`src/rtl/column_renderer.sv`:
```
// Column renderer: turns one raytraced column result (wall height, colour,
// hit face) into SCREEN_H vertical pixel writes for the VGA adapter, for
// SCREEN_W columns per frame. Ceiling above the wall slice, floor below it.
//
// Optional build macro: COLUMN_SHADE_EN
//   When defined, wall pixels hit on a y-face (col_side = 1) are dithered to
//   black on odd (x + y) to give a cheap shading cue. When undefined, the
//   hit face is ignored.
//
// state    | meaning
// ---------+--------------------------------------------------------------
// IDLE     | waiting for a start pulse; all outputs quiet
// WAIT_COL | col_ready high, waiting for the next column result
// DRAW     | one pixel per cycle, rows 0 .. SCREEN_H-1 of the current column
// DONE     | one-cycle done pulse after the final pixel of the frame
module column_renderer #(
  parameter int         SCREEN_W     = 160,
  parameter int         SCREEN_H     = 120,
  parameter logic [2:0] CEIL_COLOUR  = 3'b001,
  parameter logic [2:0] FLOOR_COLOUR = 3'b010
) (
  input  logic       clock,
  input  logic       reset,
  input  logic       start,
  output logic       done,
  input  logic       col_valid,
  output logic       col_ready,
  input  logic [6:0] col_height,
  input  logic [2:0] col_colour,
  input  logic       col_side,
  output logic [7:0] vga_x,
  output logic [6:0] vga_y,
  output logic [2:0] vga_colour,
  output logic       vga_write
);

  localparam logic [6:0] ROW_LAST = 7'(SCREEN_H - 1);
  localparam logic [7:0] COL_LAST = 8'(SCREEN_W - 1);
  localparam logic [6:0] H_MAX    = 7'(SCREEN_H);

  typedef enum logic [1:0] {
    IDLE     = 2'd0,
    WAIT_COL = 2'd1,
    DRAW     = 2'd2,
    DONE     = 2'd3
  } state_t;

  state_t     state;
  state_t     state_nxt;

  logic [7:0] col_cnt;
  logic [6:0] row_cnt;
  logic [6:0] wall_h;
  logic [6:0] wall_top;
  logic [2:0] wall_colour;

  // control strobes from the FSM to the datapath
  logic       col_clear;
  logic       col_inc;
  logic       capture;
  logic       row_inc;

  logic [6:0] h_clamped;
  logic [6:0] top_calc;
  logic [7:0] wall_end;
  logic       in_wall;
  logic       shade_px;
  logic [2:0] pix_colour;

`ifdef COLUMN_SHADE_EN
  logic       wall_side;
`else
  logic       unused_col_side;
  assign unused_col_side = col_side;
`endif

  // Clamp the incoming height and derive the centred wall top for capture.
  always_comb begin
    h_clamped = col_height;
    if (col_height > H_MAX) begin
      h_clamped = H_MAX;
    end
    top_calc = (H_MAX - h_clamped) >> 1;
  end

  // State register.
  always_ff @(posedge clock or negedge reset) begin
    if (!reset) begin
      state <= IDLE;
    end else begin
      state <= state_nxt;
    end
  end

  // Next-state logic and datapath control strobes.
  always_comb begin
    state_nxt = state;
    col_clear = 1'b0;
    col_inc   = 1'b0;
    capture   = 1'b0;
    row_inc   = 1'b0;
    unique case (state)
      IDLE: begin
        if (start) begin
          col_clear = 1'b1;
          state_nxt = WAIT_COL;
        end
      end
      WAIT_COL: begin
        if (col_valid) begin
          capture   = 1'b1;
          state_nxt = DRAW;
        end
      end
      DRAW: begin
        row_inc = 1'b1;
        if (row_cnt == ROW_LAST) begin
          if (col_cnt == COL_LAST) begin
            state_nxt = DONE;
          end else begin
            col_inc   = 1'b1;
            state_nxt = WAIT_COL;
          end
        end
      end
      DONE: begin
        state_nxt = IDLE;
      end
      default: begin
        state_nxt = IDLE;
      end
    endcase
  end

  // Column/row counters and the captured column result.
  always_ff @(posedge clock or negedge reset) begin
    if (!reset) begin
      col_cnt     <= '0;
      row_cnt     <= '0;
      wall_h      <= '0;
      wall_top    <= '0;
      wall_colour <= '0;
    end else begin
      if (col_clear) begin
        col_cnt <= '0;
      end else if (col_inc) begin
        col_cnt <= col_cnt + 8'd1;
      end
      if (capture) begin
        row_cnt     <= '0;
        wall_h      <= h_clamped;
        wall_top    <= top_calc;
        wall_colour <= col_colour;
      end else if (row_inc) begin
        row_cnt <= row_cnt + 7'd1;
      end
    end
  end

`ifdef COLUMN_SHADE_EN
  // Hit face for the dither shading, captured with the rest of the column.
  always_ff @(posedge clock or negedge reset) begin
    if (!reset) begin
      wall_side <= 1'b0;
    end else if (capture) begin
      wall_side <= col_side;
    end
  end
`endif

  // Pixel colour for the current row: ceiling, wall slice, or floor.
  always_comb begin
    // widened so top + h never wraps even at the maximum height
    wall_end = {1'b0, wall_top} + {1'b0, wall_h};
    in_wall  = (row_cnt >= wall_top) && ({1'b0, row_cnt} < wall_end);
`ifdef COLUMN_SHADE_EN
    shade_px = wall_side && (col_cnt[0] ^ row_cnt[0]);
`else
    shade_px = 1'b0;
`endif
    if (row_cnt < wall_top) begin
      pix_colour = CEIL_COLOUR;
    end else if (in_wall) begin
      pix_colour = shade_px ? 3'b000 : wall_colour;
    end else begin
      pix_colour = FLOOR_COLOUR;
    end
  end

  // Outputs decode straight from the state so reset quiets them at once.
  always_comb begin
    done       = 1'b0;
    col_ready  = 1'b0;
    vga_write  = 1'b0;
    vga_x      = '0;
    vga_y      = '0;
    vga_colour = '0;
    unique case (state)
      WAIT_COL: col_ready = 1'b1;
      DRAW: begin
        vga_write  = 1'b1;
        vga_x      = col_cnt;
        vga_y      = row_cnt;
        vga_colour = pix_colour;
      end
      DONE:    done = 1'b1;
      default: ;
    endcase
  end

endmodule
```
`config.mk`:
```
export PLATFORM = sky130hd
export DESIGN_NAME = column_renderer
export DESIGN_NICKNAME = d
export VERILOG_FILES = /design/src/rtl/column_renderer.sv
export SDC_FILE = /design/constraint.sdc
export NUM_CORES = 1
export LEC_CHECK = 0
export ABC_AREA = 1
export CORE_MARGIN = 2
export CORE_UTILIZATION = 40
export CTS_CLUSTER_DIAMETER = 50
export DETAILED_ROUTE_END_ITERATION = 8
export PLACE_DENSITY = 0.58
export SKIP_LAST_GASP = 1
export SYNTH_ARGS = -nofsm -noshare
export SYNTH_HDL_FRONTEND = slang
export SYNTH_SLANG_ARGS = --single-unit
```
`constraint.sdc`:
```
create_clock -name clock -period 8.05 [get_ports clock]
set_input_delay 1.61 -clock clock [delete_from_list [all_inputs] [get_ports clock]]
set_output_delay 1.61 -clock clock [all_outputs]
set_load 0.02 [all_outputs]
```
==> results.toml, run 1 <==
[critical_path]
required_ps = 6440
reg2reg_setup_slack_ps = 6230
start_kind = "flop"
arrival_ps = 3440
critPathMaxFanout = 3
critPathKind = "flop to output port"
end_kind = "output port"

[sta]
maxSlewViolCount = 0
fin_ws_ps = 3000
clock_skew_ps = 7.95
hold_violations = 0
setup_tns_ps = 0
holdWs_ps = 482
period_needed_ps = 5050
relSlewSlack = 0.710
max_freq_mhz = 198
fin_crit_sh = 0.627
rsz0062_at_grt = "false"
tightest_slew_ps = 435
report.final.setup_viol = 0

[cts]
cts_root_buf = "clkbuf_8"
cts.sinks = 33
htreeDepth = 2
clkLatencyLatePin_ps = 290
cts_setup_buffers = 0
clk_pin_slew_ps = 60
postCtsHoldBufs = 0
cts_resized = 0
clock_path_buffers = 2
cts_buffers = 5
cts_tree = "yes"

[floorplan]
start_util = 0.415
core_sq_um = 5540
ioPinCount = 36
die_y_microns = 79.8
rows = 27
dieArea_sq_um = 6370
die_w_microns = 79.8

[cells_and_area]
instances_no_fill = 420
drive_above_1_share = 0.0747
diodes = 0
final_area_sq_um = 2790
area_growth_syn_to_layout_pct = 21.5
fin_util = 0.504
nets = 385

[placement]
dp_cells = 413
dp_slack_ps = 3300
place_congestion = 0.797
hpwl_microns = 3960
io_buffers = 34
placed_area_sq_um = 2710

[synthesis]
synth_area_sq_um = 2300
synth_sequential_area_ratio = 0.359
ys_seq_elements = 33
synth.net_count = 348
ys_types = 34
avgSynthCellArea_sq_um = 7.39
yosys_warnings = 0
netlist_instances = 311

[status]
status = "finished clean"

[pwr]
p_total_mw = 0.929
powerDensity_nw_per_um2 = 332
ir_drop_v = 0.000186
p_leak_nw = 1.32

[routing]
drc = 0
drtIter0Drc = 104
vias = 2104
wirelength_microns = 5150
firstDrtPassIters = 4
viasPerCell = 5.01
wl_per_cell_microns = 12.3
ant_nets = 0

[grt]
grt_pass1_wl_microns = 9000
antenna_found_initial = 0
grt_overflow = 0
grt_pass1_vias = 2016
grtUsageTotal = 0.179
grt_start_max_net_pins = 34

[hold_path]
worstHoldPathType = "flop to flop"

[run]
drv_cap = 0
## layout make-up
class / count / area [sq um]
flip-flops and latches: 33 / 826
fillers: 566 / 2750
inverters: 40 / 150
well taps: 72 / 90.1
clock buffers: 7 / 86.3
repair buffers: 35 / 348
multi-input cells: 233 / 1290
## cell usage after synthesis (all sizes together)
cell type   n  area, sq um
nor2       46          208
o21a        1         7.51
nor3        4         20.0
xnor2       2         17.5
o311ai      1         8.76
a21oi      12         60.1
nand2      83          324
or2         3         18.8
o21bai      1         7.51
nand4       4         25.0
a22oi       3         22.5
inv        40          150
a21boi      1         7.51
ha         21          263
o221ai      1         15.0
a31oi       1         6.26
o21ai      23          115
nor3b       1         7.51
fa          1         20.0
buf         4         26.3
dfrtp      33          826
xor2        3         26.3
o22ai       3         18.8
nand3      18         95.1
clkbuf      1         3.75
## metal layers
layer / share of wire / up-vias / track usage / wire, microns
met3: 0.028 / 7 / 0.0271 / 146
li1: - / 1085 / - / -
met5: 0 / - / 0 / 0
met2: 0.45 / 36 / 0.282 / 2330
met1: 0.51 / 976 / 0.252 / 2620
met4: 0.011 / 0 / 0.0593 / 57
## worst max-delay path, stage by stage (launching register included)
cell and delay (ps):
dfrtp_1 410, ha_1 220, fa_1 420, nand3_1 90, nand2_1 90, nand2_1 70
nand2_1 50, a21oi_1 150, xor2_1 180, ha_1 240, nand3_1 100, nor2_1 50
nor2_1 180, nand2_1 100, nor3b_1 180, clkdlybuf4s50_1 630
## sequential cells by signal, summed over array words and instances (netlist names)
register	count
wall_h	7
wall_colour	3
state	2
wall_top	6
row_cnt	7
col_cnt	8
## path summary, 6_finish.rpt
path,from,to,cells after the start
worst max-delay path,wall_top[0],vga_colour[2],15
min in group asynchronous,reset,state[1],2
worst min register to register,wall_h[4],wall_h[4],2
max in group asynchronous,reset,row_cnt[1],2
worst max register to register,state[0],wall_top[5],7
worst min-delay path,wall_h[4],wall_h[4],2
## power breakdown
| group | internal (mW) | leakage (nW) | switching, mW |
|---|---|---|---|
| Combinational | 0.210 | 0.845 | 0.312 |
| Clock | 0.0678 | 0.0443 | 0.0593 |
| Sequential | 0.223 | 0.427 | 0.0565 |
## cells in the final DEF, fill, tap and decap left out, drive strengths merged, types with 3 or more instances in the layout
master and n:
nand2 83, nor2 46, inv 40, clkdlybuf4s50 34
dfrtp 33, o21ai 23, ha 21, nand3 18
a21oi 12, clkbuf 7, nand4 4, nor3 4
xor2 3, o22ai 3, a22oi 3, or2 3
## cells by family (layout without fill, tap and decap cells)
| logic type | after synthesis | after routing | share of synthesized area |
|---|---|---|---|
| xor gates and xnor gates | 5 | 5 | 0.0190 |
| buffers and inverters | 45 | 82 | 0.0783 |
| adders and majority gates | 22 | 22 | 0.123 |
| AOI/OAI and AO/OA | 47 | 47 | 0.117 |
| DFF | 33 | 33 | 0.359 |
| and+or+nand+nor | 159 | 159 | 0.304 |
(Power assumes the default switching activity.)
==> run 2: changes to the inputs <==
==> constraint.sdc (replaced) <==
create_clock -name clock -period 5.1 [get_ports clock]
set_input_delay 1.02 -clock clock [delete_from_list [all_inputs] [get_ports clock]]
set_output_delay 1.02 -clock clock [all_outputs]
set_load 0.02 [all_outputs]
==> run 2 against run 1 <==
Register-to-register slack got worse by 2900 ps. Clock-buffer cell count unchanged. Critical path type unchanged. Sequential power increased by 57%.
==> results.toml, run 2 (synthesized netlist as in run 1, its figures left out) <==
[sta]
rsz0062_at_grt = "false"
fin_crit_sh = 0.884
period_needed_ps = 4510
clock_skew_ps = 9.17
report.final.setup_viol = 0
tightest_slew_ps = 442
max_freq_mhz = 222
hold_violations = 0
setup_tns_ps = 0
maxSlewViolCount = 0
fin_ws_ps = 590
relSlewSlack = 0.705

[critical_path]
reg2reg_setup_slack_ps = 3310
critPathKind = "flop to output port"
r2r_cells = 7
r2r_end = "wall_top[5]"
end_kind = "output port"
critPathMaxFanout = 3
required_ps = 4080
arrival_ps = 3490
start_kind = "flop"
cp-startpoint = "wall_top[0]"
r2r-start = "state[0]"

[cts]
cts_buffers = 5
clkLatencyLatePin_ps = 290
cts_resized = 0
clock_path_buffers = 2
htreeDepth = 2
cts_tree = "yes"
cts_setup_buffers = 0
postCtsHoldBufs = 0
cts_root_buf = "clkbuf_8"
clk_pin_slew_ps = 70
cts.sinks = 33

[placement]
hpwl_microns = 3930
io_buffers = 34
placed_area_sq_um = 2710
dp_slack_ps = 918
place_congestion = 0.798

[hold_path]
min-delay-start = "wall_h[4]"
worstHoldPathType = "flop to flop"
whs_path_depth = 2
min_to = "wall_h[4]"

[run]
drv_cap = 0

[cells_and_area]
nets = 385
top_register = "col_cnt"
largest_register_ffs = 8
area_growth_syn_to_layout_pct = 22.8
reg_top3 = "col_cnt (8), row_cnt (7), wall_h (7)"
final_cell_mix = "nand2_1, nor2_1, inv_1, clkdlybuf4s50_1, dfrtp_1"
final_common_cell = "nand2_1"
final_area_sq_um = 2820
diodes = 0
fillers = 582
drive_above_1_share = 0.0774

[floorplan]
rows = 27
core_sq_um = 5540
start_util = 0.415
ioPinCount = 36
dieArea_sq_um = 6370
die_y_microns = 79.8
die_w_microns = 79.8

[grt]
grt_overflow = 0
grt_pass1_wl_microns = 9220
grt_start_max_net_pins = 34
grtUsageTotal = 0.186
grt_pass1_vias = 2038
antenna_found_initial = 0

[pwr]
p_leak_nw = 1.33
ir_drop_v = 0.000281
powerDensity_nw_per_um2 = 538
p_total_mw = 1.52

[routing]
vias = 2053
drtIter0Drc = 62
wirelength_microns = 5200
drc = 0
viasPerCell = 4.88
ant_nets = 0
wl_per_cell_microns = 12.3
firstDrtPassIters = 4

[status]
status = "finished clean"
-- run 2: metrics by stage --
stage	hold slack, ps	utilization	std cells
after floorplan	434	-	311
after global placement	458	0.489	413
after detailed placement	470	0.489	413
after CTS	487	0.510	421
after global routing	521	0.510	421
final	482	0.510	421
-- run 2: how the worst max path moves through the flow --
stage / cells past startpoint / slack (ps) / endpoint
after global placement: 15 / 910 / vga_colour[2]
after CTS: 15 / 570 / vga_colour[2]
after detailed placement: 15 / 920 / vga_colour[2]
after floorplan: 14 / 1500 / vga_colour[2]
after global routing: 15 / 310 / vga_colour[2]
final: 15 / 590 / vga_colour[2]
-- run 2: final cells by class --
class | instances | area (sq um) | share of cell area
inverters | 40 | 150 | 0.0532
multi-input cells | 233 | 1290 | 0.458
repair buffers | 35 | 348 | 0.123
clock buffers | 7 | 86.3 | 0.0306
clock inverters | 1 | 30.0 | 0.0106
well taps | 72 | 90.1 | 0.0319
flip-flops and latches | 33 | 826 | 0.292
-- run 2: where the power goes --
part	switching [mW]	leakage [nW]	internal (mW)
Combinational	0.489	0.845	0.333
Clock	0.100	0.0585	0.159
Sequential	0.0874	0.427	0.352
-- run 2: critical path, stage by stage, from the launching register on --
cell	delay (ps)
dfrtp_1	410
ha_1	210
fa_1	410
nand3_1	90
nand2_1	80
nand2_1	70
nand2_1	50
a21oi_1	150
xor2_1	180
ha_1	250
nand3_1	100
nor2_1	50
nor2_1	190
nand2_1	120
nor3b_1	200
clkdlybuf4s50_1	640
-- run 2: per-layer routing --
layer	GRT usage	wire length, microns	share of wire
met1	0.254	2690	0.52
met5	0	0	0
met4	0.0661	87	0.017
met3	0.0339	121	0.023
met2	0.296	2300	0.44
==> run 3: changes to the inputs <==
--- a/config.mk
+++ b/config.mk
@@ -6,11 +6,14 @@
 export NUM_CORES = 1
 export LEC_CHECK = 0
 export ABC_AREA = 1
+export CELL_PAD_IN_SITES_DETAIL_PLACEMENT = 0
+export CELL_PAD_IN_SITES_GLOBAL_PLACEMENT = 2
 export CORE_MARGIN = 2
-export CORE_UTILIZATION = 40
+export CORE_UTILIZATION = 31
 export CTS_CLUSTER_DIAMETER = 50
 export DETAILED_ROUTE_END_ITERATION = 8
-export PLACE_DENSITY = 0.58
+export GPL_ROUTABILITY_DRIVEN = 0
+export PLACE_DENSITY = 0.77
 export SKIP_LAST_GASP = 1
 export SYNTH_ARGS = -nofsm -noshare
 export SYNTH_HDL_FRONTEND = slang
==> run 3 against run 2 <==
Wire length rose by 5.8%. Highest routed layer unchanged. Sequential cell count did not move. Critical endpoint unchanged. Critical path type unchanged. Non-clock buffer count did not move. Cell area rose by 0.66%. Worst setup slack improved by 23 ps. Total power fell by 2.1%. Global-route usage fell by 4.4 points. Clock-buffer cell count did not move. Core utilization fell by 12 points. Combinational power rose by 0.7%. Register-to-register slack barely moved. Die area rose by 27%.
==> results.toml, run 3 (synthesized netlist as in run 1, its figures left out) <==
[status]
status = "finished clean"

[pwr]
switching_share = 0.459
p_leak_nw = 1.33
power_switching_mw = 0.682
power_frac_comb = 0.556
p_total_mw = 1.49
powerDensity_nw_per_um2 = 524
ir_drop_v = 0.000262
seq_power_share = 0.295
p_int_mw = 0.806
clock_power_share = 0.149

[cells_and_area]
multiInputGateArea_sq_um = 1290
final_common_cell = "nand2_1"
fillers = 809
top_register = "col_cnt"
nets = 385
final_cell_mix = "nand2_1, nor2_1, inv_1, clkdlybuf4s50_1, dfrtp_1"
drive_above_1_share = 0.0802
seqCellArea_sq_um = 826
final_area_sq_um = 2840
area_growth_syn_to_layout_pct = 23.6
largest_register_ffs = 8
diodes = 0
reg_top3 = "col_cnt (8), row_cnt (7), wall_h (7)"

[critical_path]
arrival_ps = 3470
cpMostUsedCell = "nand2_1"
critPathMaxFanout = 3
critPathKind = "flop to output port"
crit_family = "simple AND/OR/NAND/NOR gates"
cp_slowest_cell = "clkdlybuf4s50_1"
start_kind = "flop"
required_ps = 4080
path_cells = "ha_1 -> fa_1 -> nand3_1 -> nand2_1 -> nand2_1 -> nand2_1 -> a21oi_1 -> xor2_1 -> ha_1 -> nand3_1 -> nor2_1 -> nor2_1 -> nand2_1 -> nor3b_1 -> clkdlybuf4s50_1"
path_buf_inv = 1
max_stage_delay_ps = 640
end_kind = "output port"

[floorplan]
ioPinCount = 36
die_w_microns = 90.1
die_y_microns = 90.1
dieArea_sq_um = 8120
start_util = 0.319
core_sq_um = 7210
rows = 31

[sta]
clock_skew_ps = 3.45
period_needed_ps = 4490
setup_tns_ps = 0
max_freq_mhz = 223
relSlewSlack = 0.696
tightest_slew_ps = 455
rsz0062_at_grt = "false"
maxSlewViolCount = 0
report.final.setup_viol = 0
fin_crit_sh = 0.880
hold_violations = 0

[run]
drv_cap = 0

[cts]
cts_setup_buffers = 0
cts_buffers = 5
clkLatencyLatePin_ps = 290
cts.sinks = 33
cts_resized = 0
htreeDepth = 2
cts_root_buf = "clkbuf_8"
postCtsHoldBufs = 0
clock_path_buffers = 2
cts_tree = "yes"
clk_pin_slew_ps = 70

[grt]
antenna_found_initial = 0
grt_pass1_wl_microns = 9340
grtUsageTotal = 0.142
grt_overflow = 0
grt_pass1_vias = 1994
grt_start_max_net_pins = 34

[routing]
vias = 2053
wl_per_cell_microns = 12.3
wirelength_microns = 5500
drc = 0
firstDrtPassIters = 4
viasPerCell = 4.58
drtIter0Drc = 73
ant_nets = 0

[placement]
io_buffers = 34
hpwl_microns = 4230
placed_area_sq_um = 2740

[hold_path]
worstHoldPathType = "flop to flop"
==> run 3: tightest hold or removal path, stage by stage, from the launching register on <==
cell and delay [ps]:
dfrtp_1 350, nand2_1 60, nand2_1 40
==> run 3: final cells by class <==
| class | count | area share |
|---|---|---|
| Clock buffer | 7 | 0.0339 |
| Multi-Input combinational cell | 233 | 0.455 |
| Inverter | 40 | 0.0528 |
| Tap cell | 99 | 0.0436 |
| Sequential cell | 33 | 0.290 |
| Clock inverter | 1 | 0.00176 |
| Timing Repair Buffer | 35 | 0.122 |
==> run 3: worst paths after layout <==
kind,to,startpoint,cells after the start,slack (ps)
worst min register to register,wall_colour[2],wall_colour[2],2,480
max in group asynchronous,row_cnt[3],reset,2,3640
worst max register to register,wall_top[5],state[0],7,3310
worst max-delay path,vga_colour[2],wall_top[0],15,610
worst min-delay path,wall_colour[2],wall_colour[2],2,480
min in group asynchronous,wall_h[1],reset,2,1140
==> run 3: power groups by stage <==
stage / clock [mW] / sequential, mW / combinational (mW)
final: 0.222 / 0.439 / 0.828
after global routing: 0.241 / 0.455 / 0.966
after CTS: 0.229 / 0.442 / 0.839
after detailed placement: 0 / 0.446 / 0.837
after global placement: 0 / 0.445 / 0.826
after floorplan: 0 / 0.417 / 0.635
==> run 3: through the flow <==
step | worst slack (ps) | hold WS (ps) | util | instances
after global placement | 859 | 461 | 0.380 | 440
after detailed placement | 909 | 470 | 0.380 | 440
after floorplan | 1500 | 434 | - | 311
final | 613 | 478 | 0.394 | 448
after CTS | 570 | 488 | 0.394 | 448
after global routing | 348 | 513 | 0.394 | 448
==> run 3: per-layer routing <==
metal,track usage,part of all wire,vias up,wire (microns)
li1,-,-,1085,-
met1,0.197,0.52,925,2840
met2,0.222,0.43,37,2390
met3,0.0319,0.037,6,205
met4,0.0423,0.013,0,72
met5,0,0,-,0
